### config.mk
export PLATFORM = sky130hd
export DESIGN_NAME = ctrl_decoder_flat
export DESIGN_NICKNAME = d
export VERILOG_FILES = /design/src/rtl/ctrl_decoder_if.sv /design/src/rtl/ctrl_decoder.sv /design/src/flat_wrapper.sv
export SDC_FILE = /design/constraint.sdc
export NUM_CORES = 1
export LEC_CHECK = 0
export CORE_ASPECT_RATIO = 1.2
export CORE_MARGIN = 10
export CORE_UTILIZATION = 65
export DETAILED_ROUTE_END_ITERATION = 6
export DONT_BUFFER_PORTS = 1
export GPL_ROUTABILITY_DRIVEN = 0
export HOLD_SLACK_MARGIN = 0.08
export PLACE_DENSITY = 0.81
export SYNTH_ARGS = -nofsm -noshare
export SYNTH_HDL_FRONTEND = slang
export SYNTH_SLANG_ARGS = --single-unit
export TNS_END_PERCENT = 20
### constraint.sdc
create_clock -name clk -period 3.1 [get_ports clk]
set_input_delay 0.62 -clock clk [delete_from_list [all_inputs] [get_ports clk]]
set_output_delay 0.62 -clock clk [all_outputs]
set_load 0.01 [all_outputs]
### src/rtl/ctrl_decoder_if.sv
// Bus between the Digital 1 sequencer and its ROM / ALU / memory environment.
// The sequencer itself connects through the slave modport.
interface ctrl_decoder_if #(
  parameter int PC_W = 8
);
  logic [11:0]     instr;
  logic            instr_valid;
  logic            alu_carry;
  logic            alu_zero;
  logic [PC_W-1:0] pc;
  logic [2:0]      alu_f;
  logic [1:0]      b_sel;
  logic [3:0]      imm;
  logic [3:0]      mem_addr;
  logic            acc_we;
  logic            mem_we;
  logic            out_we;
  logic            flag_c;
  logic            flag_z;
  logic            halted;

  modport master (
    output instr, instr_valid, alu_carry, alu_zero,
    input  pc, alu_f, b_sel, imm, mem_addr, acc_we, mem_we, out_we,
           flag_c, flag_z, halted
  );

  modport slave (
    input  instr, instr_valid, alu_carry, alu_zero,
    output pc, alu_f, b_sel, imm, mem_addr, acc_we, mem_we, out_we,
           flag_c, flag_z, halted
  );
endinterface

### src/rtl/ctrl_decoder.sv
// Fetch/execute sequencer for the 4-bit Digital 1 processor: fetches a 12-bit
// instruction, drives the ALU controls for one EXEC cycle, then updates flags and pc.
module ctrl_decoder #(
  parameter int PC_W     = 8,
  parameter int RESET_PC = 0
) (
  input  logic          clk,
  input  logic          reset,
  ctrl_decoder_if.slave bus
);

  typedef enum logic [1:0] {FETCH, EXEC, HALT} state_t;

  typedef struct packed {
    logic [2:0] f;
    logic [1:0] b;
    logic       acc;
    logic       mem;
    logic       out;
    logic       upd;
  } dec_t;

  state_t          state;
  logic [11:0]     ir;
  logic [PC_W-1:0] pc;
  logic            fc;
  logic            fz;
  logic [2:0]      alu_f;
  logic [1:0]      b_sel;
  logic            acc_we;
  logic            mem_we;
  logic            out_we;
  logic            upd_flags;
  logic            jump_taken;
  dec_t            dec;

  function automatic dec_t decode(input logic [3:0] op);
    dec_t d;
    d = '0;
    case (op)
      4'h1: begin d.f = 3'b010; d.b = 2'b00; d.acc = 1'b1; end
      4'h2: begin d.f = 3'b011; d.b = 2'b00; d.acc = 1'b1; d.upd = 1'b1; end
      4'h3: begin d.f = 3'b011; d.b = 2'b01; d.acc = 1'b1; d.upd = 1'b1; end
      4'h4: begin d.f = 3'b100; d.b = 2'b00; d.acc = 1'b1; d.upd = 1'b1; end
      4'h5: begin d.f = 3'b100; d.b = 2'b01; d.acc = 1'b1; d.upd = 1'b1; end
      4'h6: begin d.f = 3'b001; d.b = 2'b00; d.upd = 1'b1; end
      4'h7: begin d.f = 3'b001; d.b = 2'b01; d.upd = 1'b1; end
      4'h8: begin d.f = 3'b010; d.b = 2'b01; d.acc = 1'b1; end
      4'h9: d.mem = 1'b1;
      4'hA: begin d.f = 3'b010; d.b = 2'b10; d.acc = 1'b1; end
      4'hB: d.out = 1'b1;
      default: d = '0;
    endcase
    return d;
  endfunction

  // Jumps look at the flags as they stood before this instruction executes.
  always_comb begin
    dec        = decode(bus.instr[11:8]);
    jump_taken = 1'b0;
    case (ir[11:8])
      4'hC:    jump_taken = 1'b1;
      4'hD:    jump_taken = fz;
      4'hE:    jump_taken = fc;
      default: jump_taken = 1'b0;
    endcase
  end

  // Decode is captured alongside IR so the EXEC-cycle controls come straight from
  // flops; the async reset clears them immediately, so a reset mid-EXEC commits nothing.
  always_ff @(posedge clk or posedge reset) begin
    if (reset) begin
      state     <= FETCH;
      ir        <= '0;
      pc        <= PC_W'(RESET_PC);
      fc        <= 1'b0;
      fz        <= 1'b0;
      alu_f     <= 3'b000;
      b_sel     <= 2'b00;
      acc_we    <= 1'b0;
      mem_we    <= 1'b0;
      out_we    <= 1'b0;
      upd_flags <= 1'b0;
    end else begin
      case (state)
        FETCH: begin
          if (bus.instr_valid) begin
            ir        <= bus.instr;
            alu_f     <= dec.f;
            b_sel     <= dec.b;
            acc_we    <= dec.acc;
            mem_we    <= dec.mem;
            out_we    <= dec.out;
            upd_flags <= dec.upd;
            state     <= EXEC;
          end
        end
        EXEC: begin
          alu_f     <= 3'b000;
          b_sel     <= 2'b00;
          acc_we    <= 1'b0;
          mem_we    <= 1'b0;
          out_we    <= 1'b0;
          upd_flags <= 1'b0;
          if (upd_flags) begin
            fc <= bus.alu_carry;
            fz <= bus.alu_zero;
          end
          pc    <= jump_taken ? ir[PC_W-1:0] : pc + PC_W'(1);
          state <= (ir[11:8] == 4'hF) ? HALT : FETCH;
        end
        HALT: begin
        end
        default: state <= FETCH;
      endcase
    end
  end

  assign bus.pc       = pc;
  assign bus.alu_f    = alu_f;
  assign bus.b_sel    = b_sel;
  assign bus.imm      = ir[3:0];
  assign bus.mem_addr = ir[3:0];
  assign bus.acc_we   = acc_we;
  assign bus.mem_we   = mem_we;
  assign bus.out_we   = out_we;
  assign bus.flag_c   = fc;
  assign bus.flag_z   = fz;
  assign bus.halted   = (state == HALT);

endmodule
### src/flat_wrapper.sv
// flat-port wrapper written by rule: the top's interface ports become plain ports
module ctrl_decoder_flat 
#(
  parameter int PC_W     = 8,
  parameter int RESET_PC = 0
)
  (clk, reset, bus_instr, bus_instr_valid, bus_alu_carry, bus_alu_zero, bus_pc, bus_alu_f, bus_b_sel, bus_imm, bus_mem_addr, bus_acc_we, bus_mem_we, bus_out_we, bus_flag_c, bus_flag_z, bus_halted);
  ctrl_decoder_if #(.PC_W(PC_W)) bus_i ();
  input  logic clk;
  input  logic reset;
  input wire logic [$bits(bus_i.instr)-1:0] bus_instr;
  input wire logic [$bits(bus_i.instr_valid)-1:0] bus_instr_valid;
  input wire logic [$bits(bus_i.alu_carry)-1:0] bus_alu_carry;
  input wire logic [$bits(bus_i.alu_zero)-1:0] bus_alu_zero;
  output wire logic [$bits(bus_i.pc)-1:0] bus_pc;
  output wire logic [$bits(bus_i.alu_f)-1:0] bus_alu_f;
  output wire logic [$bits(bus_i.b_sel)-1:0] bus_b_sel;
  output wire logic [$bits(bus_i.imm)-1:0] bus_imm;
  output wire logic [$bits(bus_i.mem_addr)-1:0] bus_mem_addr;
  output wire logic [$bits(bus_i.acc_we)-1:0] bus_acc_we;
  output wire logic [$bits(bus_i.mem_we)-1:0] bus_mem_we;
  output wire logic [$bits(bus_i.out_we)-1:0] bus_out_we;
  output wire logic [$bits(bus_i.flag_c)-1:0] bus_flag_c;
  output wire logic [$bits(bus_i.flag_z)-1:0] bus_flag_z;
  output wire logic [$bits(bus_i.halted)-1:0] bus_halted;
  assign bus_i.instr = bus_instr;
  assign bus_i.instr_valid = bus_instr_valid;
  assign bus_i.alu_carry = bus_alu_carry;
  assign bus_i.alu_zero = bus_alu_zero;
  assign bus_pc = bus_i.pc;
  assign bus_alu_f = bus_i.alu_f;
  assign bus_b_sel = bus_i.b_sel;
  assign bus_imm = bus_i.imm;
  assign bus_mem_addr = bus_i.mem_addr;
  assign bus_acc_we = bus_i.acc_we;
  assign bus_mem_we = bus_i.mem_we;
  assign bus_out_we = bus_i.out_we;
  assign bus_flag_c = bus_i.flag_c;
  assign bus_flag_z = bus_i.flag_z;
  assign bus_halted = bus_i.halted;
  ctrl_decoder #(.PC_W(PC_W), .RESET_PC(RESET_PC)) u_core (.clk(clk), .reset(reset), .bus(bus_i));
endmodule
Word level (Yosys, flattened, before mapping)
Index checks and enable logic that the tools add are counted.
{"block": "totals", "reg_bits": 33}
{"block": "classes", "n_addsub": 1, "eq_ne": 18, "muxes": 22, "bitwise": 1, "reduce_logical": 8}
{"operator": "5-bit one-hot mux with 9 select lines", "n": 1}
{"operator": "4-bit equality test, second input constant", "n": 8}
{"operator": "4-bit by 3-bit equality test with 1-bit output, second input constant", "n": 4}
{"operator": "8-bit by 1-bit adder with 8-bit output, second input constant", "n": 1}
{"operator": "4-bit by 2-bit equality test with 1-bit output, second input constant", "n": 2}
{"operator": "1-bit two-way mux", "n": 8}
{"operator": "8-bit two-way mux", "n": 1}
{"operator": "1-bit one-hot mux with 2 select lines", "n": 4}
{"operator": "2-bit AND reduction", "n": 4}
{"operator": "7-bit OR reduction", "n": 1}
{"operator": "2-bit two-way mux", "n": 3}
{"operator": "2-bit one-hot mux with 3 select lines", "n": 1}
{"operator": "3-bit one-hot mux with 2 select lines", "n": 1}
{"operator": "6-bit OR reduction", "n": 1}
{"operator": "4-bit by 1-bit equality test with 1-bit output, second input constant", "n": 1}
{"operator": "2-bit one-hot mux with 2 select lines", "n": 1}
{"operator": "3-bit two-way mux", "n": 1}
{"operator": "1-bit one-hot mux with 3 select lines", "n": 1}
{"operator": "2-bit by 1-bit equality test with 1-bit output, second input constant", "n": 1}
{"operator": "2-bit equality test, second input constant", "n": 1}
{"operator": "2-bit zero test", "n": 1}
{"operator": "2-bit != test, second input constant", "n": 1}
{"operator": "2-bit nonzero test", "n": 1}
{"operator": "1-bit inverter", "n": 1}

Longest topological paths before layout
Gate-level depths: netlist of the first run.
{"block": "depth", "word_depth": 5, "depth_mapped": 5, "ltp_nobuf": 5}

Least setup slack after synthesis of the first run
Ideal clock, no wire load.
{"block": "synth_timing", "path_type": "input port to flip-flop", "startpoint": "input bus_instr_valid", "endpoint": "register u_core.ir[0]", "setup_time_ps": 125, "arrival_time_ps": 1377, "setup_slack_ps": 1599, "stages": 3, "path_buffers": 1, "cell_sequence": "nor3b_1 buf_2 mux2_2"}
{"block": "synth_between", "elab_chain_len": 1}
{"element": "start: declaration", "line": "flat_wrapper.sv:12", "source": "input wire logic [$bits(bus_i.instr_valid)-1:0] bus_instr_valid;"}
{"element": "2-bit AND reduction (no line)"}
{"element": "end signal: assignment", "line": "ctrl_decoder.sv:88", "source": "ir <= bus.instr;"}
{"element": "end: declaration", "line": "ctrl_decoder.sv:24", "source": "logic [11:0] ir;"}
No other way between the ends.
A chain may end at the register's enable or synchronous reset.

Final worst setup path of the first run
{"block": "layout_timing", "startpoint": "register u_core.state[1]", "endpoint": "output bus_halted"}
{"block": "layout_between", "elab_chain_len": 1}
{"element": "start: declaration", "line": "ctrl_decoder.sv:23", "source": "state_t state;"}
{"element": "start signal: assignment", "line": "ctrl_decoder.sv:110", "source": "state <= (ir[11:8] == 4'hF) ? HALT : FETCH;"}
{"element": "2-bit equality test", "line": "ctrl_decoder.sv:129", "source": "assign bus.halted = (state == HALT);"}
{"element": "end: declaration", "line": "flat_wrapper.sv:25", "source": "output wire logic [$bits(bus_i.halted)-1:0] bus_halted;"}
No other way between the ends.

==> flow_summary.toml, run 1 <==
[power_and_ir_drop]
power_density_nw_per_um2 = 787
p_leak_nw = 0.687
finalPower_w = 0.00129
ir_drop_mv = 0.491

[floorplan]
initial_core_util = 0.697
std_cell_rows = 19
fp.dieW_um = 65.6
die_h_um = 74.7
io-pin-count = 44
die_area_um2 = 4900
core_area_um2 = 2330

[worst_hold_path]
holdCritPathClass = "input pin to async pin"

[drt]
via_per_inst = 6.44
drcViolationCount = 0
ant_nets = 0
vias = 1140
dr.pass1.iters = 4
post_drt_wl_per_cell_um = 19.1
dr.first_iter.drc_count = 66
routed_wl_mm = 3.38

[synthesis]
synth_edf_count = 0
synthAdderAreaFrac = 0.00771
synth_top_area_cell = "dfrtp_1"
yosysSeqAreaShare = 0.509
synth_top_area_frac = 0.509
synthArstFlopShare = 1.00
syn_area_per_cell_um2 = 10.6
synth.cell_area_um2 = 1620
syn_nets = 171
synth_seq_cells = 33
ys_types = 40
ys.warnings.count = 0
yosys-mux-area-fraction = 0.0902
synth_top_cells_by_area = "dfrtp_1 (51%), mux2_2 (9.0%), nand2_1 (4.2%)"
synth_top_flop_cell = "dfrtp_1"
synthXorXnorAreaFrac = 0
synth-compound-area-share = 0.170
yosys.area_share.simple = 0.160
synth_top_family_by_area = "compound AO/OA/AOI/OAI gates"
syn_inst = 153

[clock_tree]
numCtsBuffers = 5
cts_tree = "built"
cts_resized = 0
clk_latency_ns = 0.33
clkSinkCount = 33
cts_hold_buf = 0
clkSlewWorstSetupHoldPaths_ns = 0.10
cts.htree.levels = 2
cts.path.max_buffers = 2
root_buffer = "clkbuf_4"
cts_setup_buffers = 0

[cells_and_area]
syn_to_final_growth_pct = 1.16
final_common_cell = "dfrtp_1"
mostFrequentLayoutCells = "dfrtp_1 (33), nand2_1 (18), mux2_2 (13), nor2_1 (12), o21ai_0 (8)"
nets = 164
drive_gt1_frac = 0.164
antenna_cells = 0
fillers = 184

[worst_setup_path]
max_stage_delay_ns = 0.44
critPathMaxFanout = 5
critical_path_buf_inv_count = 0
crit_type = "register to output pin"
required_ns = 2.48
critPathTopFamily = "flip-flops"
crit_path_top_delay_cell = "dfrtp_1"
cp-start-kind = "register"
cp-end-kind = "output pin"
cp.arrival_ns = 1.12
path_cells = "nor2b_1"

[global_route]
globalRouteOverflowTotal = 0
antenna_found_initial = 0
grt_use_total = 0.149
grt_pass1_vias = 1147
grt_pass1_wl_mm = 5.68
grt_max_degree = 34

[sta]
fmax_mhz = 575
slew_violations = 0
finClkSkew_ns = 0.00740
max-slew-margin-rel = 0.566
post-route-period-util = 0.561
setup_tns_ns = 0
hold_viol = 0
rsz0062_at_grt = "false"
finalCriticalPeriod_ns = 1.74
tightest_slew_ns = 0.649
finalSetupViolCount = 0

[job]
drv_cap = 0

[outcome]
outcome = "completed"

[placed_design]
portBuffers = 0
place_hpwl_mm = 2.49
==> through the flow <==
stage	worst slack, ns	util	std cells	instance area, um^2	hold slack, ns
2_1_floorplan	1.60	-	153	1620	0.472
3_3_place_gp	1.48	0.681	170	1590	0.487
3_5_place_dp	1.45	0.681	170	1590	0.488
4_1_cts	1.33	0.705	177	1640	0.252
5_1_grt	1.28	0.705	177	1640	0.261
6_report	1.36	0.705	177	1640	0.244
==> layer usage <==
layer  up-vias  track usage  routed length, um
met4         0       0.0571                 48
li1        542            -                  -
met2        36        0.261               1820
met5         -            0                  0
met1       556        0.145               1180
met3         6       0.0816                334
==> cell families (layout without fill, tap and decap cells) <==
family	count (synthesis)	after routing
adder cells (fa/ha/maj)	1	1
multiplexers	13	13
AO/OA/AOI/OAI	36	36
flip-flops	33	33
AND/OR/NAND/NOR	52	52
buffers and inverters	18	11
==> where the power goes <==
part	internal (W)	leakage (nW)	switching, W
clock	0.000107	0.0314	0.000136
combinational	0.000163	0.253	0.000172
sequential	0.000539	0.403	0.000175
==> state kept, by name, summed over array words and instances (netlist names) <==
| name | flops |
|---|---|
| u_core.bus.out_we | 1 |
| u_core.ir | 12 |
| u_core.bus.flag_z | 1 |
| u_core.bus.b_sel | 2 |
| u_core.bus.pc | 8 |
| u_core.state | 2 |
| u_core.bus.mem_we | 1 |
| u_core.bus.alu_f | 3 |
| u_core.bus.flag_c | 1 |
| u_core.upd_flags | 1 |
| u_core.bus.acc_we | 1 |
==> cells in the mapped netlist, types with 2 or more instances <==
master and instances:
nand3_1 2, buf_2 4, nor2b_1 3, or4_1 2
clkbuf_1 4, and2_1 5, mux2_2 13, a22oi_1 2
nand2_1 18, nand4_1 3, inv_1 2, buf_4 8
a32o_1 2, a221o_1 3, a2bb2oi_1 3, nor2_1 12
a211oi_1 3, o211ai_1 2, o21ai_0 8, a22o_1 2
dfrtp_1 33
==> layout make-up <==
| type | count | area [um^2] | share of cell area |
|---|---|---|---|
| inverters | 2 | 7.51 | 0.00457 |
| repair buffers | 2 | 15.0 | 0.00915 |
| multi-input cells | 102 | 699 | 0.426 |
| flip-flops and latches | 33 | 826 | 0.503 |
| clock buffers | 7 | 55.1 | 0.0335 |
| well taps | 31 | 38.8 | 0.0236 |
==> path summary, 6_finish.rpt <==
| kind | start | endpoint | slack [ns] | cells past startpoint |
|---|---|---|---|---|
| worst max-delay path | u_core.state[1] | bus_halted | 1.36 | 1 |
| worst min-delay path | reset | u_core.bus.alu_f[2] | 0.24 | 2 |
| worst max register to register | u_core.ir[9] | u_core.bus.pc[6] | 1.43 | 4 |
| worst min register to register | u_core.ir[4] | u_core.ir[4] | 0.50 | 1 |
| max in group asynchronous | reset | u_core.ir[9] | 2.55 | 2 |
| min in group clk | bus_instr[10] | u_core.bus.out_we | 0.38 | 1 |
Note: power is estimated with default switching activity, not from simulation.
==> run 2, diff against run 1 <==
--- a/config.mk
+++ b/config.mk
@@ -7,12 +7,12 @@
 export LEC_CHECK = 0
 export CORE_ASPECT_RATIO = 1.2
 export CORE_MARGIN = 10
-export CORE_UTILIZATION = 65
+export CORE_UTILIZATION = 55
 export DETAILED_ROUTE_END_ITERATION = 6
 export DONT_BUFFER_PORTS = 1
 export GPL_ROUTABILITY_DRIVEN = 0
 export HOLD_SLACK_MARGIN = 0.08
-export PLACE_DENSITY = 0.81
+export PLACE_DENSITY = 0.73
 export SYNTH_ARGS = -nofsm -noshare
 export SYNTH_HDL_FRONTEND = slang
 export SYNTH_SLANG_ARGS = --single-unit
==> constraint.sdc (replaced) <==
create_clock -name clk -period 1.4 [get_ports clk]
set_input_delay 0.28 -clock clk [delete_from_list [all_inputs] [get_ports clk]]
set_output_delay 0.28 -clock clk [all_outputs]
set_load 0.01 [all_outputs]
==> run 2 against run 1 <==
  * The flow now finishes with violations (setup timing)
  * Via count up 17%
  * Core utilization rose by 4.0 points
  * Worst setup slack got worse by 1.4 ns
  * Critical path depth grew 4
  * Global-route usage shrank 0.78 points
  * Largest cell class unchanged
  * Worst hold slack lost 0.15 ns
  * Non-clock buffer count grew 39
  * Clock-buffer cell count shrank 1
==> flow_summary.toml, run 2 (synthesized netlist as in run 1, its figures left out) <==
[cells_and_area]
final_cell_area_um2 = 2090
largest_register = "u_core.ir"
drive_gt1_frac = 0.323
mostFrequentLayoutCells = "dfrtp_1 (32), buf_4 (23), nand2_1 (18), dlygate4sd3_1 (16), mux2_2 (13)"
final_common_cell = "dfrtp_1"
syn_to_final_growth_pct = 29.1
final_util = 0.745
antenna_cells = 0
stdcell_count = 220
reg_top3 = "u_core.ir (12), u_core.bus.pc (8), u_core.bus.alu_f (3)"
nets = 203
largest_reg_flops = 12

[sta]
fin_ws_ns = -0.0503
finalSetupViolCount = 2
setup_tns_ns = -0.100
hold_viol = 0
rsz0062_at_grt = "true"
fmax_mhz = 690
slew_violations = 0
finalCriticalPeriod_ns = 1.45
finClkSkew_ns = 0.00948
tightest_slew_ns = 0.409
post-route-period-util = 1.04
max-slew-margin-rel = 0.728

[power_and_ir_drop]
finalPower_w = 0.00363
p_int_w = 0.00235
clkPwrFrac = 0.208
power_density_nw_per_um2 = 1730
ir_drop_mv = 1.14
power_frac_seq = 0.411
p_leak_nw = 0.891
combPwrFrac = 0.381
p_sw_frac = 0.352
p_switching_w = 0.00128

[global_route]
globalRouteOverflowTotal = 0
use_met2 = 0.236
grt_pass1_wl_mm = 6.30
grt_pass1_vias = 1288
grt_max_degree = 34
grt_use_total = 0.141
grt.busiest_layer = "met2"
gr-usage-met3 = 0.0896
met1_usage = 0.138
antenna_found_initial = 0

[floorplan]
die_h_um = 79.5
io-pin-count = 44
fp.dieW_um = 69.6
initial_core_util = 0.577
core_area_um2 = 2810
std_cell_rows = 21
die_area_um2 = 5530

[clock_tree]
clk_latency_ns = 0.34
root_buffer = "clkbuf_4"
numCtsBuffers = 5
clkSlewWorstSetupHoldPaths_ns = 0.11
cts.path.max_buffers = 2
cts.htree.levels = 2
clkSinkCount = 33
cts_tree = "built"

[drt]
ant_nets = 0
routed_wl_mm = 4.05
via_per_inst = 6.08
drcViolationCount = 0
dr.pass1.iters = 4
post_drt_wl_per_cell_um = 18.4
dr.first_iter.drc_count = 146
vias = 1338

[outcome]
violations = "setup timing"
outcome = "complete, but fails checks"

[worst_setup_path]
r2r_start = "u_core.bus.pc[0]"
cp.arrival_ns = 1.71
r2r_cells = 5
required_ns = 1.66
cp-end-kind = "register"
r2r_end = "u_core.bus.pc[7]"
critPathMaxFanout = 5
crit_type = "register to register"
r2r_slack_ns = -0.05
cp-start-kind = "register"

[placed_design]
place_area_um2 = 1740
portBuffers = 0
place_hpwl_mm = 2.78
placed_cells = 192

[worst_hold_path]
holdCritPathClass = "input pin to register"
worstHoldStart = "bus_instr[11]"
min_path_cells = 2
min_to = "u_core.bus.mem_we"

[job]
drv_cap = 0
## run 2: cell types whose count changed in the layout (fill, tap and decap cells not counted), sizes merged
cell / before / now
dlygate4sd3: 0 / 16
bufinv: 0 / 1
buf: 2 / 25
clkbuf: 7 / 6
clkinvlp: 0 / 1
## run 2: power groups by stage
stage | clock network [W] | registers, W | logic (W)
after global placement | 0 | 0.00146 | 0.00113
after CTS | 0.000768 | 0.00146 | 0.00120
after detailed placement | 0 | 0.00148 | 0.00116
final | 0.000757 | 0.00149 | 0.00138
after floorplan | 0 | 0.00148 | 0.000774
after global routing | 0.000827 | 0.00154 | 0.00151
## run 2: area by class of cell
| class | count | area (um^2) |
|---|---|---|
| sequential | 33 | 827 |
| multi-input combinational | 102 | 773 |
| fill | 181 | 717 |
| timing repair buffer | 41 | 355 |
| clock buffer | 6 | 51.3 |
| tap | 34 | 42.5 |
| clock inverter | 2 | 37.5 |
| inverter | 2 | 7.51 |
## run 2: worst max path at each step
stage / from / to / depth (start not counted)
6_report: u_core.bus.pc[0] / u_core.bus.pc[7] / 5
5_1_grt: u_core.state[1] / u_core.bus.pc[6] / 4
4_1_cts: u_core.state[1] / u_core.bus.pc[6] / 4
3_5_place_dp: u_core.bus.flag_c / u_core.bus.pc[0] / 4
3_3_place_gp: u_core.state[1] / u_core.bus.pc[6] / 4
2_1_floorplan: u_core.bus.pc[0] / u_core.bus.pc[6] / 5
## run 2: routing by layer
metal | up-vias | part of all wire
li1 | 616 | -
met3 | 8 | 0.10
met5 | - | 0
met4 | 0 | 0.017
met2 | 48 | 0.51
met1 | 666 | 0.37
## run 2: timing repair
action | in CTS | in global routing
endpoints found under the setup margin | 16 | 21
setup buffers | 0 | 4
hold buffers | 5 | 11
resized for setup | 3 | 12
hold endpoints to repair | 39 | 11
pin swaps | 0 | 4
## run 2: critical path: stages (launching register included)
cell      delay (ns)
dfrtp_1         0.41
buf_4           0.17
nand4_1         0.20
nor4_2          0.33
o21ai_0         0.16
o211ai_1        0.12
## run 2: metrics by stage
stage / worst slack, ns / hold slack [ns]
floorplan: -0.0363 / 0.409
global placement: 0.0170 / 0.277
detailed placement: -0.0495 / 0.285
CTS: -0.0596 / 0.0804
global route: -0.121 / 0.0908
finish: -0.0503 / 0.0949
